**config.mk**
```make
export PLATFORM = sky130hd
export DESIGN_NAME = receiver
export DESIGN_NICKNAME = d
export VERILOG_FILES = /design/src/rtl/receiver.sv
export SDC_FILE = /design/constraint.sdc
export NUM_CORES = 1
export LEC_CHECK = 0
export CAP_MARGIN = 15
export CORE_MARGIN = 1
export CORE_UTILIZATION = 49
export CTS_CLUSTER_DIAMETER = 200
export DETAILED_ROUTE_END_ITERATION = 12
export PLACE_DENSITY_LB_ADDON = 0.05
export SYNTH_ARGS = -nofsm -noshare
export SYNTH_HDL_FRONTEND = slang
export SYNTH_SLANG_ARGS = --single-unit
export TNS_END_PERCENT = 50
```
**constraint.sdc**
```tcl
create_clock -name clk -period 1.61 [get_ports clk]
set_clock_uncertainty 0.1 [all_clocks]
set_input_delay 0.4025 -clock clk [delete_from_list [all_inputs] [get_ports clk]]
set_output_delay 0.4025 -clock clk [all_outputs]
set_load 0.02 [all_outputs]
```
**src/rtl/receiver.sv**
```systemverilog
// Oversampling 8N1 UART receiver: synchronizes RxD, finds the start-bit centre,
// then samples each data bit and the stop bit once per bit period.
module receiver #(
  parameter int OVERSAMPLE  = 16,
  parameter int SYNC_STAGES = 2
) (
  input  logic       clk,
  input  logic       reset_n,
  input  logic       baud_tick_16x,
  input  logic       RxD,
  input  logic       rx_read,
  output logic [7:0] rx_data,
  output logic       RDA,
  output logic       framing_err,
  output logic       overrun_err
);

  localparam int CNT_W = $clog2(OVERSAMPLE);
  localparam logic [CNT_W-1:0] MID_CNT  = CNT_W'(OVERSAMPLE / 2 - 1);
  localparam logic [CNT_W-1:0] LAST_CNT = CNT_W'(OVERSAMPLE - 1);
  localparam logic [CNT_W-1:0] CNT_ONE  = CNT_W'(1);

  typedef enum logic [1:0] {
    IDLE  = 2'd0,
    START = 2'd1,
    DATA  = 2'd2,
    STOP  = 2'd3
  } state_t;

  state_t                 state;
  logic [SYNC_STAGES-1:0] sync_q;
  logic                   line;
  logic [CNT_W-1:0]       tick_cnt;
  logic [3:0]             bit_cnt;
  logic [7:0]             shift_reg;

  // Resetting the synchronizer to 1 keeps reset release from looking like a start edge.
  always_ff @(posedge clk or negedge reset_n) begin
    if (!reset_n) begin
      sync_q <= '1;
    end else begin
      sync_q <= {sync_q[SYNC_STAGES-2:0], RxD};
    end
  end

  assign line = sync_q[SYNC_STAGES-1];

  always_ff @(posedge clk or negedge reset_n) begin
    if (!reset_n) begin
      state       <= IDLE;
      tick_cnt    <= '0;
      bit_cnt     <= '0;
      shift_reg   <= '0;
      rx_data     <= 8'h00;
      RDA         <= 1'b0;
      framing_err <= 1'b0;
      overrun_err <= 1'b0;
    end else begin
      // A bus read clears the flags; a stop sample in the same cycle overrides below.
      if (rx_read) begin
        RDA         <= 1'b0;
        framing_err <= 1'b0;
        overrun_err <= 1'b0;
      end

      if (baud_tick_16x) begin
        unique case (state)
          IDLE: begin
            if (!line) begin
              state    <= START;
              tick_cnt <= '0;
            end
          end

          START: begin
            if (tick_cnt == MID_CNT) begin
              if (!line) begin
                state    <= DATA;
                tick_cnt <= '0;
                bit_cnt  <= '0;
              end else begin
                state <= IDLE;
              end
            end else begin
              tick_cnt <= tick_cnt + CNT_ONE;
            end
          end

          DATA: begin
            if (tick_cnt == LAST_CNT) begin
              shift_reg <= {line, shift_reg[7:1]};
              tick_cnt  <= '0;
              bit_cnt   <= bit_cnt + 4'd1;
              if (bit_cnt == 4'd7) begin
                state <= STOP;
              end
            end else begin
              tick_cnt <= tick_cnt + CNT_ONE;
            end
          end

          STOP: begin
            if (tick_cnt == LAST_CNT) begin
              tick_cnt <= '0;
              state    <= IDLE;
              if (line) begin
                rx_data <= shift_reg;
                RDA     <= 1'b1;
                if (RDA && !rx_read) begin
                  overrun_err <= 1'b1;
                end
              end else begin
                framing_err <= 1'b1;
              end
            end else begin
              tick_cnt <= tick_cnt + CNT_ONE;
            end
          end

          default: state <= IDLE;
        endcase
      end
    end
  end

endmodule

```
==> impl_results.md <==
- WS Path Type: reg2reg
- Clock share of power: 21.4%
- Antenna violations before repair: 0
- Antenna Cells: 0
- Fin cells: 177
- H-tree levels: 2
- Largest net degree at the start of global routing: 32
- Worst setup EP type: flip-flop
- Sink Count: 31
- Worst min path class: reg2reg
- Port Buffers: 15
- Net Sw Power: 0.631 mW
- Hold Path Stages: 0
- Gr usage total: 19.1%
- Number of remaining DRC errors: 3
- Clock Pin Slew Worst Setup and Hold Paths: 0.09 ns
- YS warnings: 0
- Setup TNS: -0.00387 ns
- Avg Synthesized Cell Area: 13.3 um^2
- Crit path DAT: 1.73 ns
- Detail Route Antenna Nets: 0
- Fin crit share: 100%
- Hold Vio Cnt, Final: 0
- Placer Congestion: 0.779
- Routed length per instance: 15.3 um
- First-pass GRT wire length: 4570 um
- Reg-to-Reg End: rx_data[1]
- Hold_ws: 0.266 ns
- Actual slew at the worst max-slew pin: 0.273 ns
- Achievable clock frequency: 0.620 GHz
- Post-synthesis sequential area ratio: 52.5%
- Initial Util: 52.8%
- Pint: 1.37 mW
- Vias in the first global route: 952
- Rel. slew slack: 81.6%
- DR vias/cell: 5.49
- Tmin final: 1.61 ns
- Worst skew pair latency: 0.33 ns
- Row count: 19
- Core area: 0.00281 mm^2
- CTS tree: done
- CP required: 1.72 ns
- CTS buffer count: 5
- CTS Hold Bufs: 0
- Number of max-cap violations: 0
- Io pins: 16
- Die Y: 57.0 um
- P per Cell Area: 1100 mW/mm^2
- Area Overhead vs Synth: 22.6%
- Layout cells sized above 1: 34.9%
- Die X: 57.0 um
- Unrepaired setup endpoints after global routing: yes
- Synth cell types: 34
- DP Wirelength: 1790 um
- Clock root cell: clkbuf_4
- Internal reg-to-reg setup slack: -0.004 ns
- DR iter-0 viols: 11
- Comb power frac: 31.4%
- Hold wc startpoint: sync_q[0]
- Maximum vdd drop: 0.774 mV
- Slew Viols, Final: 0
- Failing checks: DRC, setup timing
- R2R Path Start: tick_cnt[0]
- Outcome: complete, but fails checks
- Sequential share of power: 47.2%
- Post-Syn Area: 0.00148 mm^2
- Final worst setup slack: -0.00387 ns
- Final setup violation count: 1
- DP Worst Slack: -0.445 ns
- Sw Ratio: 31.5%
- R2r worst-path depth: 4
- Final WL: 2710 um
- Final net count: 152
- Hold Crit Endpoint: sync_q[1]
- Vias: 972
- Total Power: 2.00 mW
- Critical Path Start Type: flip-flop
- Pre-Repair DR Iteration Count: 8
- Net Count, Synth: 118
- CTS Buffer Depth: 2
- #FFs+latches synth: 31
- Post-Synthesis Cells: 111
- Leakage: 0.871 nW
- DIE AREA: 0.00325 mm^2
- Worst-path maximum fanout: 5
- Cells after DPL: 164
- Congestion Overflow GR: 0
[per-stage QoR]
stage | utilization (%) | area (um^2)
after floorplan | - | 1490
after global placement | 61.9 | 1740
after detailed placement | 61.9 | 1740
after CTS | 64.4 | 1810
after global routing | 64.7 | 1820
final | 64.7 | 1820
[cell type report]
class	count	area (um^2)
clock inverters	1	5.00
clock buffers	7	45.0
repair buffers	32	289
flip-flops and latches	31	778
inverters	3	11.3
well taps	31	38.8
fillers	232	990
multi-input cells	72	648
[worst max-delay path, stage by stage (launching register included)]
cell	delay [ns]
dfrtp_1	0.40
ha_4	0.16
and4_4	0.24
and4_4	0.29
mux2_4	0.32
[power groups by stage]
stage	Sequential, mW	Clock (mW)	Combinational [mW]
after global placement	0.957	0	0.548
after floorplan	0.953	0	0.384
after detailed placement	0.958	0	0.567
final	0.945	0.429	0.628
after global routing	0.956	0.479	0.699
after CTS	0.943	0.441	0.607
[cell usage in the layout, fill, tap and decap left out, types with 2 or more instances in the layout]
| cell type | instances |
|---|---|
| dfrtp_1 | 29 |
| mux2_4 | 16 |
| buf_4 | 15 |
| dlygate4sd2_1 | 11 |
| nand2_1 | 7 |
| o21ai_0 | 6 |
| clkbuf_4 | 5 |
| a21oi_1 | 4 |
| nor2_1 | 3 |
| inv_1 | 3 |
| o22ai_1 | 3 |
| o2bb2ai_1 | 3 |
| clkdlybuf4s50_1 | 3 |
| and4_4 | 2 |
| nand4_1 | 2 |
| mux2_2 | 2 |
| nand3_1 | 2 |
| nand2b_1 | 2 |
| nor2b_1 | 2 |
| a22oi_1 | 2 |
| clkbuf_1 | 2 |
| buf_12 | 2 |
| dfstp_2 | 2 |
[how the worst max path moves through the flow]
stage                       to  cells past startpoint     startpoint  slack [ns]
floorplan           rx_data[0]                      5    tick_cnt[1]      -0.004
global placement    rx_data[6]                      4  baud_tick_16x       -0.42
detailed placement  rx_data[7]                      4  baud_tick_16x       -0.44
CTS                 rx_data[1]                      4    tick_cnt[0]       -0.01
global route        rx_data[1]                      4    tick_cnt[0]       -0.03
finish              rx_data[1]                      4    tick_cnt[0]      -0.004
[cells in the mapped netlist]
master / instances / share of area (%)
dfrtp_1: 29 / 49
nand2_1: 7 / 1.8
nand2b_1: 2 / 0.84
o21a_1: 1 / 0.51
a31oi_1: 1 / 0.42
o2bb2ai_1: 3 / 1.8
nand3_1: 2 / 0.68
o21ai_1: 1 / 0.34
nor2b_1: 2 / 0.84
mux2_4: 16 / 16
clkbuf_1: 1 / 0.25
ha_1: 2 / 1.7
o22ai_1: 3 / 1.3
and4_4: 2 / 1.5
and3b_4: 1 / 0.84
and2_1: 1 / 0.42
o31ai_1: 1 / 0.51
and3_2: 1 / 0.51
nand4_1: 2 / 0.84
inv_1: 3 / 0.76
a21oi_1: 4 / 1.4
buf_6: 4 / 3.0
nor2_1: 3 / 0.76
o41ai_1: 1 / 0.59
nand4b_1: 1 / 0.59
a22oi_1: 2 / 1.0
o21ai_0: 6 / 2.0
o211ai_1: 1 / 0.51
buf_12: 1 / 1.4
nor4b_4: 1 / 1.6
dfstp_2: 2 / 3.5
a22o_1: 1 / 0.59
mux2_2: 2 / 1.5
nor3b_1: 1 / 0.51
[per-layer routing]
| layer | up-vias | track usage, % | share of wire, % |
|---|---|---|---|
| met5 | - | 0 | 0 |
| met4 | 0 | 8.36 | 1.8 |
| met3 | 6 | 6.35 | 4.1 |
| met2 | 17 | 29.4 | 47 |
| met1 | 473 | 24.7 | 47 |
| li1 | 476 | - | - |
[cells by family (layout without fill, tap and decap cells)]
| group | after synthesis | after routing | share of synthesized area, % |
|---|---|---|---|
| AO/OA/AOI/OAI | 25 | 25 | 10.9 |
| adder cells (fa/ha/maj) | 2 | 2 | 1.69 |
| buffers and inverters | 9 | 43 | 5.40 |
| flip-flops | 31 | 31 | 52.5 |
| multiplexers | 18 | 18 | 17.7 |
| AND/OR/NAND/NOR | 26 | 27 | 11.7 |
[timing repair]
item	CTS	global route
resized for setup	13	1
buffers inserted	3	1
gates cloned	1	0
endpoints found under the setup margin	27	17
pin swaps	1	0
(Power assumes the default switching activity.)
